File: src/rtl/convolution_3by3_controller.sv
// Select/enable sequencer for the 3x3 convolution datapath: feed 9 taps, drain, read 4 results.
// Optional stall input (hold) is added when CONV3_CTRL_STALL_EN is defined.
module convolution_3by3_controller #(
  parameter int         DRAIN_CYCLES = 4,
  parameter logic [4:0] ZERO_ADDR    = 5'd25
) (
  input  logic       clk,
  input  logic       rst,
  input  logic       start,
`ifdef CONV3_CTRL_STALL_EN
  input  logic       hold,
`endif
  output logic       busy,
  output logic       done,
  output logic       sys_3by3_en,
  output logic [4:0] input_side_array_addr_in_3by3,
  output logic [4:0] input_ceiling_array_addr_in_3by3,
  output logic [4:0] filter_side_array_addr_in_3by3,
  output logic [4:0] filter_ceiling_array_addr_in_3by3,
  output logic [1:0] buffer_read_addr_in_3by3,
  output logic       out_valid,
  output logic [1:0] out_index
);

  // state | meaning
  // IDLE  | waiting for start, all selects on the zero operand
  // FEED  | tap k=0..8 driven onto the operand muxes, array enabled
  // DRAIN | zero operands, array enabled for DRAIN_CYCLES cycles
  // READ  | result buffer address walks C11, C12, C21, C22
  // DONE  | one-cycle completion pulse
  typedef enum logic [2:0] {IDLE, FEED, DRAIN, READ, DONE} state_t;

  state_t     state, state_nxt;
  logic [3:0] cnt, cnt_nxt, tr, tc;
  logic       stall, accept;
  logic       busy_nxt, done_nxt, en_nxt, ov_nxt;
  logic [4:0] is_nxt, ic_nxt, fs_nxt, fc_nxt;
  logic [1:0] ba_nxt, oi_nxt;

`ifdef CONV3_CTRL_STALL_EN
  assign stall  = hold && (state != IDLE);
  assign accept = start && !hold;
`else
  assign stall  = 1'b0;
  assign accept = start;
`endif

  always_comb begin
    state_nxt = state;
    cnt_nxt   = cnt;
    if (!stall) begin
      case (state)
        IDLE:  if (accept) begin state_nxt = FEED; cnt_nxt = 4'd0; end
        FEED:  if (cnt == 4'd8) begin state_nxt = DRAIN; cnt_nxt = 4'd0; end
               else cnt_nxt = cnt + 4'd1;
        DRAIN: if (cnt == 4'(DRAIN_CYCLES - 1)) begin state_nxt = READ; cnt_nxt = 4'd0; end
               else cnt_nxt = cnt + 4'd1;
        READ:  if (cnt == 4'd3) begin state_nxt = DONE; cnt_nxt = 4'd0; end
               else cnt_nxt = cnt + 4'd1;
        DONE:  begin state_nxt = IDLE; cnt_nxt = 4'd0; end
        default: begin state_nxt = IDLE; cnt_nxt = 4'd0; end
      endcase
    end
  end

  // Outputs are computed from the next state so every output is a flop.
  always_comb begin
    tr       = cnt_nxt / 4'd3;
    tc       = cnt_nxt % 4'd3;
    is_nxt   = ZERO_ADDR;
    ic_nxt   = ZERO_ADDR;
    fs_nxt   = ZERO_ADDR;
    fc_nxt   = ZERO_ADDR;
    en_nxt   = 1'b0;
    ba_nxt   = 2'd0;
    busy_nxt = (state_nxt != IDLE);
    done_nxt = (state_nxt == DONE);
    ov_nxt   = (state == READ);
    oi_nxt   = buffer_read_addr_in_3by3;
    if (stall) begin
      is_nxt = input_side_array_addr_in_3by3;
      ic_nxt = input_ceiling_array_addr_in_3by3;
      fs_nxt = filter_side_array_addr_in_3by3;
      fc_nxt = filter_ceiling_array_addr_in_3by3;
      ba_nxt = buffer_read_addr_in_3by3;
      ov_nxt = out_valid;
      oi_nxt = out_index;
    end else begin
      case (state_nxt)
        FEED: begin
          is_nxt = 5'({tr, 2'b00} + {2'b00, tc});
          ic_nxt = is_nxt + 5'd1;
          fs_nxt = 5'd16 + {1'b0, cnt_nxt};
          fc_nxt = fs_nxt;
          en_nxt = 1'b1;
        end
        DRAIN:   en_nxt = 1'b1;
        READ:    ba_nxt = cnt_nxt[1:0];
        default: ;
      endcase
    end
  end

  always_ff @(posedge clk or negedge rst) begin
    if (!rst) begin
      state                             <= IDLE;
      cnt                               <= 4'd0;
      busy                              <= 1'b0;
      done                              <= 1'b0;
      sys_3by3_en                       <= 1'b0;
      input_side_array_addr_in_3by3     <= ZERO_ADDR;
      input_ceiling_array_addr_in_3by3  <= ZERO_ADDR;
      filter_side_array_addr_in_3by3    <= ZERO_ADDR;
      filter_ceiling_array_addr_in_3by3 <= ZERO_ADDR;
      buffer_read_addr_in_3by3          <= 2'd0;
      out_valid                         <= 1'b0;
      out_index                         <= 2'd0;
    end else begin
      state                             <= state_nxt;
      cnt                               <= cnt_nxt;
      busy                              <= busy_nxt;
      done                              <= done_nxt;
      sys_3by3_en                       <= en_nxt;
      input_side_array_addr_in_3by3     <= is_nxt;
      input_ceiling_array_addr_in_3by3  <= ic_nxt;
      filter_side_array_addr_in_3by3    <= fs_nxt;
      filter_ceiling_array_addr_in_3by3 <= fc_nxt;
      buffer_read_addr_in_3by3          <= ba_nxt;
      out_valid                         <= ov_nxt;
      out_index                         <= oi_nxt;
    end
  end

endmodule

File: config.mk
export PLATFORM = sky130hd
export DESIGN_NAME = convolution_3by3_controller
export DESIGN_NICKNAME = d
export VERILOG_FILES = /design/src/rtl/convolution_3by3_controller.sv
export SDC_FILE = /design/constraint.sdc
export NUM_CORES = 1
export LEC_CHECK = 0
export CAP_MARGIN = 20
export CORE_ASPECT_RATIO = 1.4
export CORE_MARGIN = 2
export CORE_UTILIZATION = 55
export DETAILED_ROUTE_END_ITERATION = 7
export PLACE_DENSITY = 0.95
export SETUP_SLACK_MARGIN = 0.02
export SLEW_MARGIN = 40
export SYNTH_ARGS = -nofsm -noshare
export SYNTH_HDL_FRONTEND = slang
export SYNTH_SLANG_ARGS = --single-unit
File: constraint.sdc
create_clock -name clk -period 9.9 [get_ports clk]
set_input_delay 1.485 -clock clk [delete_from_list [all_inputs] [get_ports clk]]
set_output_delay 1.485 -clock clk [all_outputs]
set_load 0.005 [all_outputs]
Word level (Yosys, flattened, before mapping)
Cells that the tools add are included.

Bits of input ports: 3. Logic and storage cells: 44. Output and inout port bits: 28. Register bits: 30.

Mux-type cells: 14. $add $sub $neg: 4. Eq/ne operators: 9. Reductions and logical operators: 4. Divide/modulo/power cells: 2.

Operator list (number): $mux 5 (3); $eq 3x2->1 const B (4); $mux 3 (4); $mux 4 (3); $pmux 3 s4 (1); $pmux 4 s3 (1); $eq 3x1->1 const B (2); $add 5x1->5 const B (1); $add 5x4->5 (1); $add 5x4->5 const A (1); $add 4x1->4 const B (1); $div 4x2->4 const B (1); $eq 4x2->1 const B (1); $eq 4x4->1 const B (1); $mod 4x2->4 const B (1); $reduce_or 2->1 (2); $eq 3x3->1 const B (1); $logic_not 3->1 (1); $reduce_bool 3->1 (1); $mux 2 (1); $mux 1 (1).

Logic depth before layout (Yosys ltp)
Gate-level depths: netlist (run 1).

Depth after elaboration: 7. Gate-level depth with buffers: 23. Gate-level depth less buffers: 22.

Worst setup path before layout (run 1)
No wires, ideal clock.

Kind: input-to-reg. Start point: input port start. End point: register input_ceiling_array_addr_in_3by3[3]. Path buffers: 2. Data required time: 9.801 ns. Arrival: 5.384 ns. Path slack: 4.417 ns. Setup time: 0.099 ns. Stages: 20. Path through: nor4_2 nand2_1 o21ai_4 nand2b_2 inv_2 ha_1 inv_1 ha_1 buf_4 xnor2_1 a31oi_1 ha_1 or3_1 buf_6 ha_1 fa_1 or3_1 o21bai_1 a2111oi_0 a31oi_1.

Longest elaborated chain between the ends: 6. Elaborated cells between the ends (all ways): 10. Those cells by class: 2 x add/sub; 2 x div; 1 x eq/ne; 5 x mux.

RTL lines: start: declaration (line 9) `input logic start,`; $mux 4 * (line 53) `IDLE: if (accept) begin state_nxt = FEED; cnt_nxt = 4'd0; end`; $pmux 4 s3 * (line 52) `case (state)`; via cnt_nxt[3] (line 34) `logic [3:0] cnt, cnt_nxt, tr, tc;`; $mod 4x2->4 / $div 4x2->4 (equally long branches) (line 69, 68); $add 5x4->5 * (line 91) `is_nxt = 5'({tr, 2'b00} + {2'b00, tc});`; $add 5x1->5 * (line 92) `ic_nxt = is_nxt + 5'd1;`; $mux 5 * (line 89) `case (state_nxt)`; via ic_nxt[3] (line 37) `logic [4:0] is_nxt, ic_nxt, fs_nxt, fc_nxt;`; end signal: assignment (line 125) `input_ceiling_array_addr_in_3by3 <= ic_nxt;`; end: declaration (line 17) `output logic [4:0] input_ceiling_array_addr_in_3by3,`.

The timed path passes the listed nets; every way through them passes the cells marked *.

Worst setup path in the final report (run 1)
Ends and elaborated chain as after synthesis.

==> results.py, run 1 <==
metrics = {
    "synthesis": {
        "synthMuxAreaShare": 0.0403,
        "yosysSeqAreaShare": 0.456,
        "synth_edf_count": 0,
        "ys_async_sr_fraction": 1.00,
        "synth_top_family_by_area": "simple AND/OR/NAND/NOR gates",
        "synth_adder_area_share": 0.0667,
        "synth_compound_area_frac": 0.131,
        "synth-simple-area-share": 0.192,
        "syn_area_sq_um": 1610,
        "synth_top_area_cell": "dfrtp_1",
        "ys_top_cells_by_area": "dfrtp_1 (33%), dfstp_2 (13%), ha_1 (5.4%)",
        "syn-mean-instance-area_sq_um": 10.5,
        "synth_ff_type": "dfrtp_1",
        "synth_cell_types": 51,
        "synth-xor-area-share": 0.0434,
        "synth-seq-cells": 29,
        "syn_inst": 154,
        "yosysWarnings": 0,
        "yosysTopAreaCellShare": 0.326,
    },
    "clock_network": {
        "h-tree-depth": 2,
        "cts_resized": 0,
        "cts_setup_buffers": 0,
        "numCtsBuffers": 5,
        "cts_tree": "done",
        "clock_sinks": 29,
        "holdBufCountCts": 0,
        "clk_latency_ps": 280,
        "clk_transition_reported_paths_ps": 60,
        "clock-root-buffer": "clkbuf_8",
        "cts_buffer_depth": 2,
    },
    "timing": {
        "worst_slack_ps": 3540,
        "finalSetupViolations": 0,
        "whs_ps": 377,
        "min_period_ps": 6360,
        "slew_headroom": 0.611,
        "slew_viol_final": 0,
        "fmax_mhz": 157,
        "tns_ps": 0,
        "finalHoldViolCount": 0,
        "rsz0062_at_grt": "false",
        "fin_crit_sh": 0.642,
        "worst_pin_slew_ps": 582,
        "finalClockSkew_ps": 3.27,
    },
    "finish": {
        "drive_gt1_frac": 0.169,
        "fill_cells": 221,
        "final_nets": 193,
        "area_delta_synth_final_pct": 21.8,
        "antenna_cells": 0,
    },
    "routing": {
        "num_vias": 1209,
        "drtAntennaViolNets": 0,
        "met1Wirelength_um": 1200,
        "drt_first_iter_violations": 17,
        "firstDrtPassIters": 4,
        "top_layer_used": "met4",
        "drc": 0,
        "wl_um": 3260,
        "met3_length_um": 124,
        "wl_met2_um": 1830,
        "vias_per_cell": 5.50,
        "routedWlPerCell_um": 14.8,
    },
    "critical_path": {
        "r2r-start": "cnt[0]$_DFF_PN0_",
        "required_ps": 10080,
        "cp-start-kind": "input port",
        "r2r_end": "input_ceiling_array_addr_in_3by3[3]$_DFF_PN1_",
        "crit_start": "start",
        "cp-end-kind": "flip-flop",
        "ff2ff_setup_slack_ps": 4220,
        "reg2reg_depth": 20,
        "crit_end": "input_ceiling_array_addr_in_3by3[3]$_DFF_PN1_",
        "criticalPathCategory": "input port to flip-flop",
        "critPathArrivalTime_ps": 6540,
        "crit_fanout": 9,
    },
    "run_status": {
        "outcome": "complete, no violations",
    },
    "min_path": {
        "min_path_type": "flip-flop to flip-flop",
    },
    "grt": {
        "grt_pass1_wl_um": 5440,
        "grt.total_usage": 0.219,
        "grt_antenna_before_repair": 0,
        "first_global_vias": 1259,
        "grt_max_degree": 30,
        "overflow": 0,
    },
    "die": {
        "die_area_sq_um": 3390,
        "initial_utilization": 0.572,
        "core_area_sq_um": 2820,
        "rows": 23,
        "die_height_um": 68.1,
        "ios": 31,
        "fp.dieW_um": 49.8,
    },
    "placed_design": {
        "pre_cts_slack_ps": 3360,
        "gp_congestion": 0.896,
        "dp_hpwl_um": 2590,
        "io_buffer_count": 28,
    },
    "job": {
        "cap_violations": 0,
    },
}
## cell type report
cell class                 instances  area [sq um]  area share
clock buffer                       6          72.6      0.0369
timing repair buffer              29           288       0.146
clock inverter                     2          10.0     0.00510
inverter                          11          41.3      0.0210
multi-input combinational        106           771       0.392
sequential                        29           736       0.375
tap                               37          46.3      0.0236
## cell families after synthesis
| logic type | after synthesis |
|---|---|
| other | 1 |
| flip-flops | 29 |
| AND/OR/NAND/NOR | 58 |
| multiplexers | 6 |
| XOR/XNOR | 8 |
| adder cells (fa/ha/maj) | 8 |
| buffers and inverters | 20 |
| AO/OA/AOI/OAI | 24 |
## routing by layer
layer | GRT usage | vias up
met1 | 0.199 | 586
met2 | 0.427 | 35
li1 | - | 578
met5 | 0 | -
met4 | 0.149 | 0
met3 | 0.0502 | 10
## worst min path at each step
stage                                                startpoint                      to  slack (ps)  depth (start not counted)
after floorplan           buffer_read_addr_in_3by3[0]$_DFF_PN0_  out_index[0]$_DFF_PN0_         380                          0
final                     buffer_read_addr_in_3by3[1]$_DFF_PN0_  out_index[1]$_DFF_PN0_         380                          0
after global routing      buffer_read_addr_in_3by3[1]$_DFF_PN0_  out_index[1]$_DFF_PN0_         400                          0
after detailed placement  buffer_read_addr_in_3by3[1]$_DFF_PN0_  out_index[1]$_DFF_PN0_         370                          0
after global placement    buffer_read_addr_in_3by3[0]$_DFF_PN0_  out_index[0]$_DFF_PN0_         360                          0
after CTS                 buffer_read_addr_in_3by3[1]$_DFF_PN0_  out_index[1]$_DFF_PN0_         380                          0
## Yosys cell counts, drive strengths merged (3+ instances only)
| cell | number |
|---|---|
| xnor2 | 5 |
| nand2b | 7 |
| mux2i | 5 |
| nand2 | 13 |
| ha | 7 |
| nand3 | 5 |
| nor2 | 13 |
| dfstp | 8 |
| nor3 | 6 |
| or3 | 3 |
| buf | 9 |
| o21ai | 5 |
| inv | 10 |
| a21oi | 3 |
| dfrtp | 21 |
| xor2 | 3 |
## stage by stage
stage	util	area (sq um)	std cells
floorplan	-	1620	155
global placement	0.667	1880	212
detailed placement	0.667	1880	212
CTS	0.697	1960	220
global route	0.697	1960	220
finish	0.697	1960	220
## layout by cell type (no fill, tap or decap), drive strengths merged, types with 2 or more instances in the layout
master,Yosys,final
and2,2,2
xor2,3,3
mux2i,5,5
or3,3,3
inv,10,10
o21a,2,2
a31oi,2,2
clkbuf,0,6
a21oi,3,3
nand2,13,13
clkinv,1,3
or3b,2,2
clkdlybuf4s50,0,28
nand2b,7,7
o21ai,5,5
dfrtp,21,21
nor2,13,13
dfstp,8,8
ha,7,7
xnor2,5,5
nor3,6,6
nand3,5,5
conb,1,2
## sequential cells by signal (all words and copies together) (netlist names)
register and count:
cnt 4, filter_ceiling_array_addr_in_3by3 4, done 1, input_side_array_addr_in_3by3 5
out_index 2, state 3, buffer_read_addr_in_3by3 2, sys_3by3_en 1
input_ceiling_array_addr_in_3by3 5, busy 1, out_valid 1
## worst max-delay path, stage by stage
cell and delay [ps]:
clkdlybuf4s50_1 450, nor4_2 370, nand2_1 190, o21ai_4 130, nand2b_2 210, inv_2 50
ha_1 170, inv_1 50, ha_1 360, xnor2_1 210, a31oi_1 120, ha_1 290
or3_1 560, ha_1 290, fa_1 510, or3_1 420, o21bai_1 180, a2111oi_0 410
a31oi_1 80
Power of run 1 is not shown: default switching activity piles up to over one toggle a cycle in this logic, so the estimate is an artifact.
==> run 2, diff against run 1 <==
--- a/config.mk
+++ b/config.mk
@@ -8,9 +8,9 @@
 export CAP_MARGIN = 20
 export CORE_ASPECT_RATIO = 1.4
 export CORE_MARGIN = 2
-export CORE_UTILIZATION = 55
+export CORE_UTILIZATION = 51
 export DETAILED_ROUTE_END_ITERATION = 7
-export PLACE_DENSITY = 0.95
+export PLACE_DENSITY = 0.91
 export SETUP_SLACK_MARGIN = 0.02
 export SLEW_MARGIN = 40
 export SYNTH_ARGS = -nofsm -noshare
==> constraint.sdc (replaced) <==
create_clock -name clk -period 6.3 [get_ports clk]
set_input_delay 0.945 -clock clk [delete_from_list [all_inputs] [get_ports clk]]
set_output_delay 0.945 -clock clk [all_outputs]
set_load 0.005 [all_outputs]
==> results.py, run 2 (synthesis results as in run 1) <==
metrics = {
    "grt": {
        "grt_antenna_before_repair": 0,
        "grt.total_usage": 0.201,
        "grt_pass1_wl_um": 5360,
        "grt_max_degree": 30,
        "overflow": 0,
        "first_global_vias": 1217,
    },
    "timing": {
        "rsz0062_at_grt": "false",
        "tns_ps": 0,
        "finalHoldViolCount": 0,
        "slew_headroom": 0.574,
        "fmax_mhz": 172,
        "min_period_ps": 5810,
        "fin_crit_sh": 0.923,
        "worst_pin_slew_ps": 637,
        "finalSetupViolations": 0,
        "finalClockSkew_ps": 3.67,
        "slew_viol_final": 0,
    },
    "critical_path": {
        "critPathArrivalTime_ps": 5990,
        "cp-start-kind": "input port",
        "ff2ff_setup_slack_ps": 590,
        "required_ps": 6470,
        "crit_fanout": 9,
        "criticalPathCategory": "input port to flip-flop",
        "cp-end-kind": "flip-flop",
    },
    "placed_design": {
        "gp_congestion": 0.913,
        "io_buffer_count": 28,
        "dp_hpwl_um": 2550,
    },
    "finish": {
        "drive_gt1_frac": 0.175,
        "fill_cells": 235,
        "final_nets": 193,
        "layout_commonest_cell": "clkdlybuf4s50_1",
        "largestRegisters": "input_ceiling_array_addr_in_3by3 x5, input_side_array_addr_in_3by3 x5",
        "most-common-layout-cells": "clkdlybuf4s50_1 (28), dfrtp_1 (21), nand2_1 (13), nor2_1 (13)",
        "antenna_cells": 0,
        "area_delta_synth_final_pct": 22.7,
    },
    "clock_network": {
        "clock_sinks": 29,
        "holdBufCountCts": 0,
        "clock-root-buffer": "clkbuf_8",
        "clk_latency_ps": 280,
        "cts_buffer_depth": 2,
        "numCtsBuffers": 5,
        "clk_transition_reported_paths_ps": 60,
        "h-tree-depth": 2,
        "cts_tree": "done",
    },
    "run_status": {
        "outcome": "complete, no violations",
    },
    "die": {
        "core_area_sq_um": 3060,
        "die_area_sq_um": 3630,
        "ios": 31,
        "die_height_um": 70.5,
        "initial_utilization": 0.527,
        "rows": 24,
        "fp.dieW_um": 51.5,
    },
    "routing": {
        "firstDrtPassIters": 4,
        "num_vias": 1227,
        "drc": 0,
        "drtAntennaViolNets": 0,
        "routedWlPerCell_um": 14.5,
        "vias_per_cell": 5.53,
        "drt_first_iter_violations": 11,
        "wl_um": 3230,
    },
    "min_path": {
        "min_path_type": "flip-flop to flip-flop",
    },
    "job": {
        "cap_violations": 0,
    },
}
run 2: cell count changes in the layout (fill, tap and decap cells not counted), sizes merged:
cell	change
clkbuf	-1
clkinvlp	+1
run 2: routing by layer:
layer	wire length [um]	vias to the layer above	track usage
li1	-	574	-
met3	141	11	0.0612
met5	0	-	0
met1	1150	593	0.195
met2	1830	49	0.356
met4	114	0	0.132
run 2: worst paths after layout:
path / from / to / depth (start not counted)
min in group asynchronous: rst / filter_ceiling_array_addr_in_3by3[2]$_DFF_PN0_ / 2
setup / recovery: start / input_ceiling_array_addr_in_3by3[3]$_DFF_PN1_ / 19
setup reg to reg: cnt[0]$_DFF_PN0_ / input_ceiling_array_addr_in_3by3[3]$_DFF_PN1_ / 20
hold reg to reg: buffer_read_addr_in_3by3[0]$_DFF_PN0_ / out_index[0]$_DFF_PN0_ / 0
max in group asynchronous: rst / input_side_array_addr_in_3by3[4]$_DFF_PN1_ / 2
hold / removal: buffer_read_addr_in_3by3[0]$_DFF_PN0_ / out_index[0]$_DFF_PN0_ / 0
run 2: worst max-delay path, stage by stage:
cell	delay (ps)
clkdlybuf4s50_1	490
nor4_4	300
nand2_1	150
o21ai_4	120
nand2b_2	230
inv_2	50
ha_1	180
inv_1	60
ha_1	340
nand2b_1	170
a31oi_1	150
ha_1	280
or3_1	540
ha_1	280
fa_1	520
or3_1	430
o21bai_1	180
a2111oi_0	460
a31oi_1	100
run 2: final cells by class:
cell class	instances	area, sq um	area share
multi-input combinational	106	779	0.394
sequential	29	736	0.372
timing repair buffer	29	288	0.145
clock buffer	5	68.8	0.0348
tap	39	48.8	0.0247
inverter	11	41.3	0.0209
clock inverter	3	17.5	0.00885
run 2: through the flow:
step | worst slack, ps | area [sq um] | hold slack (ps) | cells | utilization
finish | 486 | 1980 | 377 | 222 | 0.646
global placement | 418 | 1880 | 357 | 214 | 0.615
CTS | 387 | 1970 | 378 | 222 | 0.643
detailed placement | 71.1 | 1880 | 363 | 214 | 0.615
global route | 78.7 | 1980 | 387 | 222 | 0.646
floorplan | 1360 | 1620 | 376 | 155 | -
run 2: repair_timing:
| item | in CTS | in global routing |
|---|---|---|
| resized for setup | 0 | 1 |
| setup buffers | 0 | 0 |
| endpoints found under the setup margin | 0 | 1 |
Power of run 2 is left out for the same reason.
==> run 3, diff against run 2 <==
--- a/config.mk
+++ b/config.mk
@@ -6,7 +6,7 @@
 export NUM_CORES = 1
 export LEC_CHECK = 0
 export CAP_MARGIN = 20
-export CORE_ASPECT_RATIO = 1.4
+export CORE_ASPECT_RATIO = 1.25
 export CORE_MARGIN = 2
 export CORE_UTILIZATION = 51
 export DETAILED_ROUTE_END_ITERATION = 7
==> results.py, run 3 (synthesis results as in run 1) <==
metrics = {
    "timing": {
        "finalClockSkew_ps": 3.73,
        "tns_ps": 0,
        "fmax_mhz": 170,
        "worst_pin_slew_ps": 582,
        "finalHoldViolCount": 0,
        "slew_headroom": 0.611,
        "rsz0062_at_grt": "false",
        "slew_viol_final": 0,
        "min_period_ps": 5890,
        "finalSetupViolations": 0,
        "fin_crit_sh": 0.936,
    },
    "routing": {
        "num_vias": 1187,
        "firstDrtPassIters": 4,
        "wl_um": 3260,
        "drtAntennaViolNets": 0,
        "vias_per_cell": 5.42,
        "drc": 0,
        "routedWlPerCell_um": 14.9,
        "drt_first_iter_violations": 26,
    },
    "placed_design": {
        "io_buffer_count": 28,
        "gp_congestion": 0.863,
        "dp_hpwl_um": 2490,
    },
    "finish": {
        "most-common-layout-cells": "clkdlybuf4s50_1 (28), dfrtp_1 (21), nand2_1 (13), nor2_1 (13)",
        "drive_gt1_frac": 0.175,
        "area_delta_synth_final_pct": 20.9,
        "layout_commonest_cell": "clkdlybuf4s50_1",
        "antenna_cells": 0,
        "largestRegisters": "input_ceiling_array_addr_in_3by3 x5, input_side_array_addr_in_3by3 x5",
        "final_nets": 193,
    },
    "critical_path": {
        "r2r_end": "input_ceiling_array_addr_in_3by3[3]$_DFF_PN1_",
        "required_ps": 6540,
        "critical_path.top_delay_family": "simple AND/OR/NAND/NOR gates",
        "reg2reg_depth": 20,
        "timing.critical_path.cells": "clkdlybuf4s50_1 -> nor4_2 -> nand2_1 -> o21ai_4 -> nand2b_2 -> inv_2 -> ha_1 -> inv_1 -> ha_1 -> xnor2_1 -> a31oi_1 -> ha_1 -> or3_1 -> ha_1 -> fa_1 -> or3_1 -> o21bai_1 -> a2111oi_0 -> a31oi_1",
        "r2r-start": "cnt[0]$_DFF_PN0_",
        "ff2ff_setup_slack_ps": 600,
        "cp-end-kind": "flip-flop",
        "crit_fanout": 9,
        "cp-start-kind": "input port",
        "max_stage_delay_ps": 560,
        "cp_common_cell": "ha_1",
        "cp_num_buf_inv": 3,
        "critPathArrivalTime_ps": 6140,
        "cp_slowest_cell": "or3_1",
        "criticalPathCategory": "input port to flip-flop",
    },
    "job": {
        "cap_violations": 0,
    },
    "min_path": {
        "min_path_type": "flip-flop to flip-flop",
        "min_to": "out_index[0]$_DFF_PN0_",
        "holdCritStartpoint": "buffer_read_addr_in_3by3[0]$_DFF_PN0_",
        "hold_depth": 0,
    },
    "clock_network": {
        "cts_resized": 0,
        "cts_buffer_depth": 2,
        "clock-root-buffer": "clkbuf_4",
        "h-tree-depth": 2,
        "numCtsBuffers": 5,
        "clk_latency_ps": 330,
        "cts_tree": "done",
        "clock_sinks": 29,
        "clk_transition_reported_paths_ps": 90,
        "holdBufCountCts": 0,
        "cts_setup_buffers": 0,
    },
    "die": {
        "die_area_sq_um": 3630,
        "rows": 22,
        "die_height_um": 66.9,
        "initial_utilization": 0.543,
        "ios": 31,
        "core_area_sq_um": 2970,
        "fp.dieW_um": 54.3,
    },
    "grt": {
        "grt_max_degree": 30,
        "grt.total_usage": 0.216,
        "overflow": 0,
        "first_global_vias": 1232,
        "grt_pass1_wl_um": 5530,
        "grt_antenna_before_repair": 0,
    },
    "run_status": {
        "outcome": "complete, no violations",
    },
}
## run 3: cell count changes in the layout (fill, tap and decap cells not counted), sizes merged
cell / change
clkbuf: +2
clkinv: -1
clkinvlp: -1
## run 3: worst max path at each step
stage,start,endpoint,cells after the start,slack (ps)
finish,start,input_ceiling_array_addr_in_3by3[3]$_DFF_PN1_,19,410
global route,start,input_ceiling_array_addr_in_3by3[3]$_DFF_PN1_,19,150
CTS,start,input_ceiling_array_addr_in_3by3[3]$_DFF_PN1_,19,500
detailed placement,start,input_ceiling_array_addr_in_3by3[3]$_DFF_PN1_,19,160
global placement,start,input_ceiling_array_addr_in_3by3[3]$_DFF_PN1_,19,310
floorplan,start,input_ceiling_array_addr_in_3by3[3]$_DFF_PN1_,20,1360
## run 3: per-layer routing
layer	part of all wire	track usage	vias to the layer above	wire length [um]
met5	0	0	-	0
met4	0.026	0.156	0	86
met3	0.037	0.0448	5	120
met2	0.56	0.377	25	1830
met1	0.37	0.218	583	1220
li1	-	-	574	-
## run 3: worst reg2reg max path, cell delays in order (launching register included)
cell and delay, ps:
dfrtp_1 460, ha_1 260, or3b_1 430, a2bb2oi_2 240
o21a_1 280, inv_2 90, nand2b_2 120, inv_2 50
ha_1 180, inv_1 60, ha_1 360, xnor2_1 220
a31oi_1 130, ha_1 290, or3_1 560, ha_1 280
fa_1 510, or3_1 430, o21bai_1 170, a2111oi_0 420
a31oi_1 80
## run 3: metrics by stage
stage / util / instances / area [sq um] / setup WS (ps) / hold slack, ps
final: 0.656 / 219 / 1950 / 405 / 394
after global routing: 0.656 / 219 / 1950 / 153 / 401
after CTS: 0.656 / 219 / 1950 / 496 / 393
after detailed placement: 0.633 / 211 / 1880 / 161 / 374
after global placement: 0.633 / 211 / 1880 / 314 / 357
after floorplan: - / 155 / 1620 / 1360 / 376
## run 3: area by class of cell
type / count / area [sq um]
clock buffers: 7 / 65.1
clock inverters: 1 / 5.00
fillers: 213 / 1020
inverters: 11 / 41.3
multi-input cells: 106 / 771
flip-flops and latches: 29 / 736
well taps: 36 / 45.0
repair buffers: 29 / 288
Power of run 3 is left out for the same reason.
